==> src/rtl/uart_pkg.sv <==
// Shared UART constants: data width default, oversampling ratio, stop ticks
// and a helper that computes the baud divisor for a clock/baud pair.
package uart_pkg;

    localparam int DEF_DBITS  = 8;
    localparam int SB_TICK    = 16;
    localparam int OVERSAMPLE = 16;

    // Divisor = clk_freq / (OVERSAMPLE * baud) - 1
    function automatic int calc_dvsr(input int clk_freq, input int baud);
        return clk_freq / (OVERSAMPLE * baud) - 1;
    endfunction

endpackage

==> src/rtl/baud_gen.sv <==
// Oversampling tick generator: s_tick pulses once every dvsr+1 clocks while en=1.
// Ports: clk, reset (async high), en, dvsr -> s_tick (registered).
module baud_gen #(
    parameter int DVSR_W = 11
) (
    input  logic              clk,
    input  logic              reset,
    input  logic              en,
    input  logic [DVSR_W-1:0] dvsr,
    output logic              s_tick
);

    logic [DVSR_W-1:0] cnt_q, cnt_d;
    logic              tick_q, tick_d;

    always_comb begin
        cnt_d  = '0;
        tick_d = 1'b0;
        if (en) begin
            // >= so a divisor lowered below the count wraps immediately
            if (cnt_q >= dvsr) begin
                cnt_d  = '0;
                tick_d = 1'b1;
            end else begin
                cnt_d = cnt_q + DVSR_W'(1);
            end
        end
    end

    always_ff @(posedge clk or posedge reset) begin
        if (reset) begin
            cnt_q  <= '0;
            tick_q <= 1'b0;
        end else begin
            cnt_q  <= cnt_d;
            tick_q <= tick_d;
        end
    end

    assign s_tick = tick_q;

endmodule

==> src/rtl/uart_rx_ctrl.sv <==
// UART receive controller: tick generation plus a show-ahead byte FIFO with
// valid/ready output, level/full status and sticky overrun.
// Ports: clk, reset, en, dvsr -> s_tick; rx_done_tick, rx_dout in;
// m_data, m_valid, m_ready; level, full, overrun, clr_overrun.
module uart_rx_ctrl
    import uart_pkg::*;
#(
    parameter int DBITS  = DEF_DBITS,
    parameter int DVSR_W = 11,
    parameter int ADDR_W = 4
) (
    input  logic              clk,
    input  logic              reset,
    input  logic              en,
    input  logic [DVSR_W-1:0] dvsr,
    output logic              s_tick,
    input  logic              rx_done_tick,
    input  logic [DBITS-1:0]  rx_dout,
    output logic [DBITS-1:0]  m_data,
    output logic              m_valid,
    input  logic              m_ready,
    output logic [ADDR_W:0]   level,
    output logic              full,
    output logic              overrun,
    input  logic              clr_overrun
);

    localparam int DEPTH = 1 << ADDR_W;
    localparam logic [ADDR_W:0] DEPTH_L = DEPTH[ADDR_W:0];

    baud_gen #(
        .DVSR_W (DVSR_W)
    ) u_baud_gen (
        .clk    (clk),
        .reset  (reset),
        .en     (en),
        .dvsr   (dvsr),
        .s_tick (s_tick)
    );

    logic [DBITS-1:0]  mem_q [DEPTH];
    logic [ADDR_W-1:0] rd_ptr_q, rd_ptr_d;
    logic [ADDR_W-1:0] wr_ptr_q, wr_ptr_d;
    logic [ADDR_W:0]   level_q, level_d;
    logic              overrun_q, overrun_d;
    logic              push, pop, drop;

    assign full    = (level_q == DEPTH_L);
    assign m_valid = (level_q != '0);
    assign m_data  = mem_q[rd_ptr_q];
    assign level   = level_q;
    assign overrun = overrun_q;

    always_comb begin
        pop  = m_valid & m_ready;
        // A same-cycle pop frees the slot, so a full FIFO still accepts
        push = rx_done_tick & (~full | pop);
        drop = rx_done_tick & full & ~pop;

        rd_ptr_d = pop  ? rd_ptr_q + ADDR_W'(1) : rd_ptr_q;
        wr_ptr_d = push ? wr_ptr_q + ADDR_W'(1) : wr_ptr_q;

        level_d = level_q;
        unique case ({push, pop})
            2'b10:   level_d = level_q + (ADDR_W+1)'(1);
            2'b01:   level_d = level_q - (ADDR_W+1)'(1);
            default: level_d = level_q;
        endcase

        // A new drop beats a coincident clear
        overrun_d = overrun_q;
        if (drop) begin
            overrun_d = 1'b1;
        end else if (clr_overrun) begin
            overrun_d = 1'b0;
        end
    end

    always_ff @(posedge clk or posedge reset) begin
        if (reset) begin
            rd_ptr_q  <= '0;
            wr_ptr_q  <= '0;
            level_q   <= '0;
            overrun_q <= 1'b0;
        end else begin
            rd_ptr_q  <= rd_ptr_d;
            wr_ptr_q  <= wr_ptr_d;
            level_q   <= level_d;
            overrun_q <= overrun_d;
        end
    end

    // Storage needs no reset: contents are ignored while level is 0
    always_ff @(posedge clk) begin
        if (push) begin
            mem_q[wr_ptr_q] <= rx_dout;
        end
    end

endmodule

==> config.mk <==
export PLATFORM = sky130hd
export DESIGN_NAME = uart_rx_ctrl
export DESIGN_NICKNAME = d
export VERILOG_FILES = /design/src/rtl/uart_pkg.sv /design/src/rtl/baud_gen.sv /design/src/rtl/uart_rx_ctrl.sv
export SDC_FILE = /design/constraint.sdc
export NUM_CORES = 1
export LEC_CHECK = 0
export BUFFER_PORTS_ARGS = -buffer_cell sky130_fd_sc_hd__buf_2
export CAP_MARGIN = 0
export CORE_UTILIZATION = 40
export DETAILED_ROUTE_END_ITERATION = 7
export GPL_ROUTABILITY_DRIVEN = 0
export PLACE_DENSITY_LB_ADDON = 0.05
export SYNTH_ARGS = -nofsm -noshare
export SYNTH_HDL_FRONTEND = slang
export SYNTH_SLANG_ARGS = --single-unit
export TNS_END_PERCENT = 30
==> constraint.sdc <==
create_clock -name clk -period 2.7 [get_ports clk]
set_input_delay 0.27 -clock clk [delete_from_list [all_inputs] [get_ports clk]]
set_output_delay 0.27 -clock clk [all_outputs]
set_load 0.01 [all_outputs]
; Word level (Yosys, flattened, before mapping)
; Memory sizes are Yosys's and may differ from the RTL's.
; Cells that the tools add are included.
[totals]
mem_bits_ro = 0
ram_bits = 128
latchBits = 0
n_memories = 1
register_bits = 26
word_cells = 35
out_inout_bits = 17
[memory_table]
columns = memory, depth, word_bits, rd, rd_clocked_by_memory_dff, wr, line_no
row1 = mem_q, 16, 8, 1, 0, 1, uart_rx_ctrl.sv:41  ; logic [DBITS-1:0] mem_q [DEPTH];
[classes]
n_addsub = 5
muxes = 9
n_div = 0
shift = 0
reduce_logical = 3
n_bitwise = 7
order_cmp = 1
n_eq_ne = 3
n_mul = 0
[ops]
columns = operator, n
row1 = $mux W11, 2
row2 = $add A11 B1 Y11 const B, 1
row3 = $ge A11 B11 Y1, 1
row4 = $pmux W5 S2, 1
row5 = $add A4 B1 Y4 const B, 2
row6 = $mux W1, 6
row7 = $add A5 B1 Y5 const B, 1
row8 = $eq A5 B5 Y1 const B, 1
row9 = $reduce_bool A5 Y1, 1
row10 = $sub A5 B1 Y5 const B, 1
row11 = $and A1 B1 Y1, 4
row12 = $reduce_bool A2 Y1, 2
row13 = $eq A2 B1 Y1 const B, 1
row14 = $eq A2 B2 Y1 const B, 1
row15 = $not A1 Y1, 2
row16 = $or A1 B1 Y1, 1

; Longest topological paths before layout
; Gate-level depths: netlist of run 1.
[depth]
ltp_word = 6
mapped_depth = 10

; Modules after synthesis
; From an unflattened synthesis of run 1, not the netlist that was laid out.
[hier_totals]
cells_unflattened = 383
area_unflattened_um2 = 6526.3
[by_module_without_submodules]
columns = mod, area_per_inst_um2, seq_area_each_um2, cells_per_inst, instances
row1 = uart_rx_ctrl, 5729.2, 4194.0, 293, 1
row2 = baud_gen, 797.0, 300.3, 90, 1

; Least setup slack after synthesis of run 1
; OpenSTA, ideal clock, no wires.
[synth_timing]
kind = register to register
start = register level_q[0] (netlist: level[0])
end = register level_q[4] (netlist: level[4])
period_less_slack_ns = 2.523
stages_incl_launch_ff = 11
setup_time_ns = 0.087
t_arrival_ns = 2.437
path_slack_ns = 0.177
path_cell_list = dfrtp_1 nor4_4 nand2b_2 nand3_2 inv_2 ha_1 nor2b_1 o21a_1 or2_2 o31a_1 o211ai_1
[synth_between]
elab_chain_cells = 6
[synth_lines]
columns = element, line_no
row1 = "start, declared", uart_rx_ctrl.sv:44  ; logic [ADDR_W:0] level_q, level_d;
row2 = "start signal, assigned", uart_rx_ctrl.sv:88  ; level_q <= level_d;
row3 = $reduce_bool A5 Y1 (*), uart_rx_ctrl.sv:49  ; assign m_valid = (level_q != '0);
row4 = via m_valid, uart_rx_ctrl.sv:20  ; output logic m_valid,
row5 = $and A1 B1 Y1 (*), uart_rx_ctrl.sv:55  ; pop = m_valid & m_ready;
row6 = $or A1 B1 Y1, uart_rx_ctrl.sv:57  ; push = rx_done_tick & (~full | pop);
row7 = $and A1 B1 Y1, uart_rx_ctrl.sv:57
row8 = $eq A2 B1 Y1 / $eq A2 B2 Y1 (equally long branches), uart_rx_ctrl.sv:64  ; unique case ({push, pop})
row9 = $pmux W5 S2 / $reduce_bool A2 Y1 (equally long branches), n/a
; Mark *: on every way through the listed nets, which the timed path passes. The rest lies on a longest branch.
; A chain may end at the register's enable or synchronous reset.

; Final worst setup path of run 1
[layout_timing]
start = register rd_ptr_q[0]
end = output port m_data[6]
[layout_between]
elab_chain_cells = 1
[layout_lines]
columns = element, line_no
row1 = "start, declared", uart_rx_ctrl.sv:42  ; logic [ADDR_W-1:0] rd_ptr_q, rd_ptr_d;
row2 = "start signal, assigned", uart_rx_ctrl.sv:86  ; rd_ptr_q <= rd_ptr_d;
row3 = $mem_v2 Z16 W8, n/a
row4 = "end, declared", uart_rx_ctrl.sv:19  ; output logic [DBITS-1:0] m_data,
; No other way between the ends.

==> summary by stage, run 1 <==
Detailed routing
The first detailed-routing pass ran for 4 iterations. The routed wire length is 13,700 um. The routed wire length per instance is 20.9 um. The detailed-route DRC error count is 0. The overall via count from detail_route is approximately 3,300. The number of DRC markers after the initial detailed-route iteration is 263. After detailed routing, the number of vias per cell comes to between 5 and 6. The antenna violation net count after detailed routing is 0.

Synth
After Yosys synthesis, XOR and XNOR cells account for about 2.2% of the synthesized area. The number of warnings printed during yosys synthesis is 0. The fraction of registers with async set or reset after synthesis is between 10% and 20%. Summing the areas of all and, or, nand and nor instances in the mapped netlist gives 5.71% of the synthesized area. In the synthesized netlist the dominant register cell turns out to be sky130_fd_sc_hd__edfxtp_1.

The adder and majority cell fraction of the synthesized area is 4.05%. The synthesized netlist occupies a cell area of 6680 um2. The synthesized netlist net count is 405.

The count of cell types in the netlist is 46. The post-synthesis area per instance is 18.6 um2. Synthesis produced a netlist whose cell count is between 300 and 400. The register bit total from synthesis is 154. The number of flops mapped to enable cells by yosys is 128. The fraction of the mapped netlist area in compound gates is 2.42%. By area, the combinational part of the netlist is dominated by multiplexers. The share of cell area taken by muxes after synthesis is 15.8%. The sequential cell area fraction in the yosys report is 67.3%.

CTS
The H-tree depth is 4. The CTS tree is done. TritonCTS created 17 clock buffers.

The clock root buffer is sky130_fd_sc_hd__clkbuf_16. The latest clock arrival within the worst-skew pair is 0.42 ns. After clock tree synthesis, the clock-pin slew on the worst setup and hold paths is 0.06 ns. No sink is reached through more buffers than the 2 on the longest clock path. The total number of clock tree sinks is about 150.

Final layout
The most common library cell in the layout ignoring fill and taps is sky130_fd_sc_hd__edfxtp_1. The area growth from synthesis to layout is 16.6%. The count of cells in the finished layout, fillers not included, comes to between 600 and 700. The final instance area is 7790 um2. The final core utilization is 48.3%.

The number of antenna repair diodes is 0. At the end of the flow, the number of nets in the layout was 471. After filler insertion, the fill cell instance count of the layout stands at 1,418.

The sequential cells in the finished layout cover a total of 4500 um2. The fraction of layout instances using a drive strength above 1 is between 20% and 30%. The top cell types in the final layout, fill and taps aside, are 128 x sky130_fd_sc_hd__edfxtp_1, 41 x sky130_fd_sc_hd__buf_2, 30 x sky130_fd_sc_hd__mux4_1. The multi-input combinational cells in the finished layout cover a total of 2020 um2.

Flow run
The count of max-cap constraint violations is 0.

Placement
The sum of net half-perimeters after detailed placement is 8730 um. The placed standard-cell area is 7210 um2. The number of placed instances, taps included, is a little over 600. Port buffering added 41 buffers.

GRT
The global-route wire length before repair is 21,200 um. The number of antenna violations at the first check in global routing is 0. The total overflow reported by the global router is 0. The combined global-route utilization of all metal layers is between 10% and 20%. The pin count of the biggest net entering global routing is 36.

The number of global-route vias before repair is 3,629.

Timing
The clock tree skew after final layout is 0.00908 ns. The smallest clock period supported by the final layout is computed as approximately 2.6 ns. Setup repair after global routing left no endpoint under its margin. The worst pin sits at a relative slew slack of 39.4%. The smallest hold slack is 0.0398 ns. Setup violations remaining at the end of the flow were counted as 0. The fmax is 389 MHz. The setup TNS is 0 ns. The final-report hold violation count was 0. The slew at the pin closest to its max-slew limit is 0.905 ns.

The part of the cycle the worst path needs is 95.3%. The max-slew violation count is 0.

Critical path
In this design, the stage delay of the slowest critical-path cell is 0.59 ns. In this run the critical register-to-register path is launched from level[0]$_DFFE_PP0P_. The signal on the critical path passes through buf_12 -> mux4_1 -> mux4_2 -> buf_2.

For this design, the slowest cell found on the critical path is sky130_fd_sc_hd__mux4_1. The required time of the critical path is 2.43 ns. The highest fanout seen on the critical path is 19. The worst setup path startpoint is rd_ptr_q[0]$_DFFE_PP0N_.

The kind of capture point of the worst setup path is a primary output. Counting cells, the worst reg-to-reg path comes to 10. By startpoint and endpoint, the worst setup path is classified as reg -> out. The number of buffers and inverters on the critical path is 2. The worst path arrival time is approximately 2.3 ns. The number of stages on the worst setup path is 4.

The kind of launch point of the worst setup path is a flop. The largest delay contributor family on the critical path is multiplexers.

Run status
The run finished with clean final reports.

Die
Measured along the y axis, the die boundary spans 131 um. The total area inside the core boundary comes to approximately 16,000 um2. Once the floorplan was initialized, standard cells occupied 41.5% of the core. The floorplan step defined a die boundary enclosing 17,200 um2. The top-level port count is 42.

The number of rows in the core area is 46. From left edge to right edge, the die measures 131 um.

Hold path
In this run the worst hold path is classified as in -> reg. The startpoint of the most critical hold path is clr_overrun. The cell count of the worst hold path is 2.

Power and ir drop
Dividing total power by cell area gives a power density of 956 nW/um2. The fraction of power consumed by the clock network is between 20 and 30%. In this run switching power makes up 29.4% of total power. The power share of the combinational group is 28.5%.

Per report_power, the sequential group accounts for a little over two fifths of the total. The internal portion of the total power is 0.00526 W. VDD sags by at most between 0.4 and 0.5 mV. The cell leakage power is 2.96 nW.

The net switching power figure is between 0.002 and 0.0025 W.
==> per-stage QoR <==
stage | setup WS, ns | power [W]
after floorplan | 0.177 | 0.00458
after global placement | 0.262 | 0.00529
after detailed placement | 0.176 | 0.00532
after CTS | 0.0936 | 0.00758
after global routing | 0.0235 | 0.00783
final | 0.126 | 0.00745
==> per-layer routing <==
metal	vias up	part of all wire, %	track usage (%)
li1	1567	-	-
met1	1705	46	23.4
met2	60	48	26.9
met3	13	3.7	3.97
met4	0	1.4	6.34
met5	-	0	0
==> state kept, by name (all words and copies together) (netlist names) <==
| signal | flops |
|---|---|
| wr_ptr_q | 4 |
| u_baud_gen.cnt_q | 11 |
| u_baud_gen.s_tick | 1 |
| rd_ptr_q | 4 |
| overrun | 1 |
| mem_q | 128 |
| level | 5 |
==> final timing paths <==
kind                                            endpoint  slack (ns)
max                                            m_data[6]        0.13
min                                  overrun$_DFFE_PP0P_        0.04
max reg2reg                         level[4]$_DFFE_PP0P_        0.20
min reg2reg                u_baud_gen.cnt_q[0]$_DFF_PP0_        0.49
max in group asynchronous        rd_ptr_q[0]$_DFFE_PP0N_        1.96
min in group asynchronous            overrun$_DFFE_PP0P_        0.46
==> kinds of logic (layout without fill, tap and decap cells) <==
kind of cell	Yosys count	in the layout
DFF	154	154
and+or+nand+nor	68	68
muxes	44	44
buffers and inverters	33	112
AOI/OAI and AO/OA	22	22
adders and majority gates	21	21
xor gates and xnor gates	17	17
==> repair_timing <==
| item | in CTS | in global routing |
|---|---|---|
| setup endpoints to repair | 5 | 0 |
| hold buffers | 1 | 0 |
| gates resized for setup | 0 | 0 |
| endpoints found under the hold margin | 26 | 0 |
| setup buffers | 2 | 0 |
==> power by group through the flow <==
stage          clock, W  sequential (W)  combinational, W
6_report        0.00222         0.00311           0.00212
5_1_grt         0.00237         0.00315           0.00231
4_1_cts         0.00228         0.00311           0.00219
3_5_place_dp          0         0.00318           0.00213
3_3_place_gp          0         0.00317           0.00212
2_1_floorplan         0         0.00306           0.00152
==> cells in the mapped netlist (all sizes together), types with 2 or more instances <==
cell type	count	area (um2)
xor2	5	43.8
nand2	6	22.5
ha	20	250
and2	11	68.8
inv	20	75.1
buf	7	68.8
clkbuf	6	22.5
nor2b	2	12.5
nand4	3	18.8
mux4	40	1010
o21ai	6	30.0
nor2	19	71.3
and3	10	67.6
xnor2	12	105
edfxtp	128	3840
nand3	9	50.1
a21oi	4	31.3
mux2	3	33.8
dfrtp	26	651
a21o	2	15.0
nand2b	2	15.0
o211ai	3	22.5
==> cell type report <==
class / instances / share of cell area (%)
timing repair buffer: 60 / 4.82
clock inverter: 14 / 1.59
sequential: 154 / 57.7
tap: 216 / 3.47
clock buffer: 18 / 5.51
multi-input combinational: 172 / 25.9
inverter: 20 / 0.964
No activity file was read; power rests on OpenSTA's default activity.
==> run 2, diff against run 1 <==
--- a/config.mk
+++ b/config.mk
@@ -5,7 +5,7 @@
 export SDC_FILE = /design/constraint.sdc
 export NUM_CORES = 1
 export LEC_CHECK = 0
-export BUFFER_PORTS_ARGS = -buffer_cell sky130_fd_sc_hd__buf_2
+export BUFFER_PORTS_ARGS = -buffer_cell sky130_fd_sc_hd__buf_4
 export CAP_MARGIN = 0
 export CORE_UTILIZATION = 40
 export DETAILED_ROUTE_END_ITERATION = 7
==> run 2 against run 1 <==
Net effect:
- clock skew decreased by 0.0017 ns
- sequential cell count unchanged
- die area unchanged
- via count increased by 0.96%
- clock-buffer cell count decreased by 1
- total power increased by 2.0%
- first-iteration DRC count decreased by 8.7%
- critical endpoint is now m_data[3]
- largest cell class unchanged
==> summary by stage, run 2 (synthesis results as in run 1) <==
Detailed routing
The routed wire length is 13,400 um (-2.3%). The routed wire length per instance is 20.5 um (-2.2%). The detailed-route DRC error count is 0 (unchanged). The top layer reached by signal wires is met4. The number of DRC markers after the initial detailed-route iteration is 240 (-8.7%). The number of detailed-route iterations in the first pass is 4 (unchanged). The overall via count from detail_route is 3,377 (+0.96%). The number of vias per cell after detailed routing is 5.17 (+1.1%). The wire length on met2 is 6510 um (-1.7%).

The length of routed wiring on met1 is 6180 um (-2.6%). The antenna violation net count after detailed routing is 0 (unchanged). The met3 wire length is 437 um (-14%).

Run status
The flow ran to the end, and the final reports show no timing, DRC or antenna violations.

Critical path
The kind of capture point of the worst setup path is a primary output. The worst path arrival time is 2.31 ns (about the same). The kind of launch point of the worst setup path is a flop.

The startpoint of the most critical register-to-register path is level[0]$_DFFE_PP0P_. The highest cell delay on the worst timing path is 0.62 ns (+0.03 ns). The reg-to-reg critical path endpoint is level[4]$_DFFE_PP0P_. The signal on the critical path passes through buf_12 -> mux4_1 -> mux4_2 -> buf_4. The highest fanout seen on the critical path is 18 (-1). The number of cells on the worst reg-to-reg path is 10 (unchanged). The required time of the critical path is 2.43 ns (about the same). For this design, the slowest cell found on the critical path is sky130_fd_sc_hd__mux4_1. The slack of the worst reg-to-reg path is 0.19 ns (about the same). The classification of the worst setup path is reg -> out.

CTS
The H-tree depth is 4 (unchanged). The quantity of gates resized following cts is 0 (unchanged). The total number of clock tree sinks is 154 (unchanged). TritonCTS built the clock tree. The maximum number of buffers from clock root to sink came to 2 (unchanged). The root buffer cell chosen for the clock tree is sky130_fd_sc_hd__clkbuf_16.

The latest clock arrival within the worst-skew pair is 0.42 ns (about the same). The clock-pin transition on the worst setup and hold timing paths is 0.06 ns (about the same). The total clock buffers created by CTS is 17 (unchanged).

Timing
The max-slew violation count is 0 (unchanged). The setup TNS came to 0 ns (unchanged). The clock tree skew after final layout came to 0.00740 ns (-0.00168 ns). The part of the cycle the worst path needs is 95.4% (about the same). The final-report hold violation count is 0 (unchanged). The post-route minimum period came to 2.58 ns (+0.00220 ns). The total setup violations reported at the end of the flow is 0 (unchanged).

The fmax is 388 MHz (about the same). The slew at the pin closest to its max-slew limit is 0.902 ns (-0.00266 ns). The worst slew margin relative to its limit is 39.6% (+0.18 points). The smallest hold slack is 0.0378 ns (-0.00201 ns). Setup repair after global routing left no endpoint under its margin.

Hold path
The path class of the tightest hold or removal check is in -> reg. The cell count of the worst hold path was 2 (unchanged). In this run the most critical hold path is launched from clr_overrun. The capture endpoint of the worst hold path is overrun$_DFFE_PP0P_.

Die
The floorplan core area is 16,100 um2 (unchanged). The die height came to 131 um (unchanged). The top-level port count is 42 (unchanged). The number of rows in the core area is 46 (unchanged). The die area is 17,200 um2 (unchanged). The starting density of the core is 41.5% (unchanged). The die width was 131 um (unchanged).

Power and ir drop
The cell leakage power is 2.99 nW (+1.2%). The ratio of total power to cell area is 962 nW/um2 (+0.59%). The maximum resistive drop on vdd came to 0.457 mV (-6.2%).

GRT
The combined global-route utilization of all metal layers was 16.5% (-0.62 points). The total overflow reported by the global router was 0 (unchanged). The number of antenna violations at the first check in global routing is 0 (unchanged). The pin count of the biggest net entering global routing is 36 (unchanged). The global-route wire length before repair was 20,400 um (-3.7%).

The number of global-route vias before repair is 3,488 (-3.9%).

Final layout
The number of flip-flops under the largest register name was 128 (unchanged). The count of filler cells inserted in the layout is 1,379 (-2.8%). The number of antenna repair diodes is 0 (unchanged). Leaving out fill and tap cells, the most frequent cells in the layout are 128 x sky130_fd_sc_hd__edfxtp_1, 55 x sky130_fd_sc_hd__buf_4, 30 x sky130_fd_sc_hd__mux4_1. The most common library cell in the layout ignoring fill and taps is sky130_fd_sc_hd__edfxtp_1. From synthesis to final layout, the design area changed by 18.3%. The final non-filler cell total came to 653 (-0.15%). The final core utilization was 49.0% (+0.70 points). The number of nets in the layout came to 470 (-0.21%).

The fraction of layout instances using a drive strength above 1 is 24.7% (-0.63 points). The register with the most flip-flops in the final layout is mem_q.

Placement
The number of placed instances, taps included is 619 (unchanged). The sum of net half-perimeters after detailed placement is 8340 um (-4.4%). The number of buffer cells added on primary ports came to 41 (unchanged).

Flow run
The count of max-cap constraint violations is 0 (unchanged).
==> run 2: cell count changes in the layout (fill, tap and decap cells not counted), sizes merged <==
| cell | before | now |
|---|---|---|
| buf | 59 | 58 |
| clkbuf | 18 | 17 |
| bufinv | 1 | 2 |
| inv | 23 | 21 |
| clkinv | 8 | 10 |
==> run 2: area by class of cell <==
cell class                 instances  area, um2  area share (%)
tap                              216        270            3.42
inverter                          20       75.1           0.950
clock buffer                      17        425            5.38
timing repair buffer              59        483            6.11
multi-input combinational        172       2020            25.6
sequential                       154       4500            56.9
clock inverter                    15        133            1.68
==> run 2: through the flow <==
stage	cell area [um2]	worst slack (ns)	power [W]
3_3_place_gp	7330	0.253	0.00541
2_1_floorplan	6680	0.177	0.00458
6_report	7900	0.124	0.00760
3_5_place_dp	7330	0.193	0.00543
5_1_grt	7900	0.0530	0.00797
4_1_cts	7900	0.0871	0.00771
==> run 2: worst max-delay path, delay by kind of cell, from the launching register on <==
family | cells | cell delay, ns
mux | 2 | 1.09
buf+inv | 2 | 0.35
flops | 1 | 0.44
==> run 2: worst max path at each step <==
stage,startpoint,end,cells past startpoint
floorplan,level[0]$_DFFE_PP0P_,level[4]$_DFFE_PP0P_,10
global placement,level[0]$_DFFE_PP0P_,level[4]$_DFFE_PP0P_,10
detailed placement,level[0]$_DFFE_PP0P_,level[4]$_DFFE_PP0P_,10
CTS,rd_ptr_q[0]$_DFFE_PP0N_,m_data[3],4
global route,rd_ptr_q[0]$_DFFE_PP0N_,m_data[3],4
finish,rd_ptr_q[0]$_DFFE_PP0N_,m_data[3],4
==> run 2: report_power, final <==
group / internal (W) / switching, W / total (W)
logic: 0.00121 / 0.000983 / 0.00220
registers: 0.00288 / 0.000264 / 0.00314
clock network: 0.00134 / 0.000920 / 0.00226
==> run 2: per-layer routing <==
layer / vias up / global-route usage [%]
met5: - / 0
met4: 0 / 6.60
met3: 17 / 3.40
met2: 57 / 26.3
met1: 1742 / 22.3
li1: 1561 / -
==> run 2: timing repair <==
action | 4_1_cts | 5_1_grt
buffers inserted | 1 | 0
hold buffers | 1 | 0
endpoints found under the hold margin | 26 | 0
setup endpoints to repair | 6 | 0
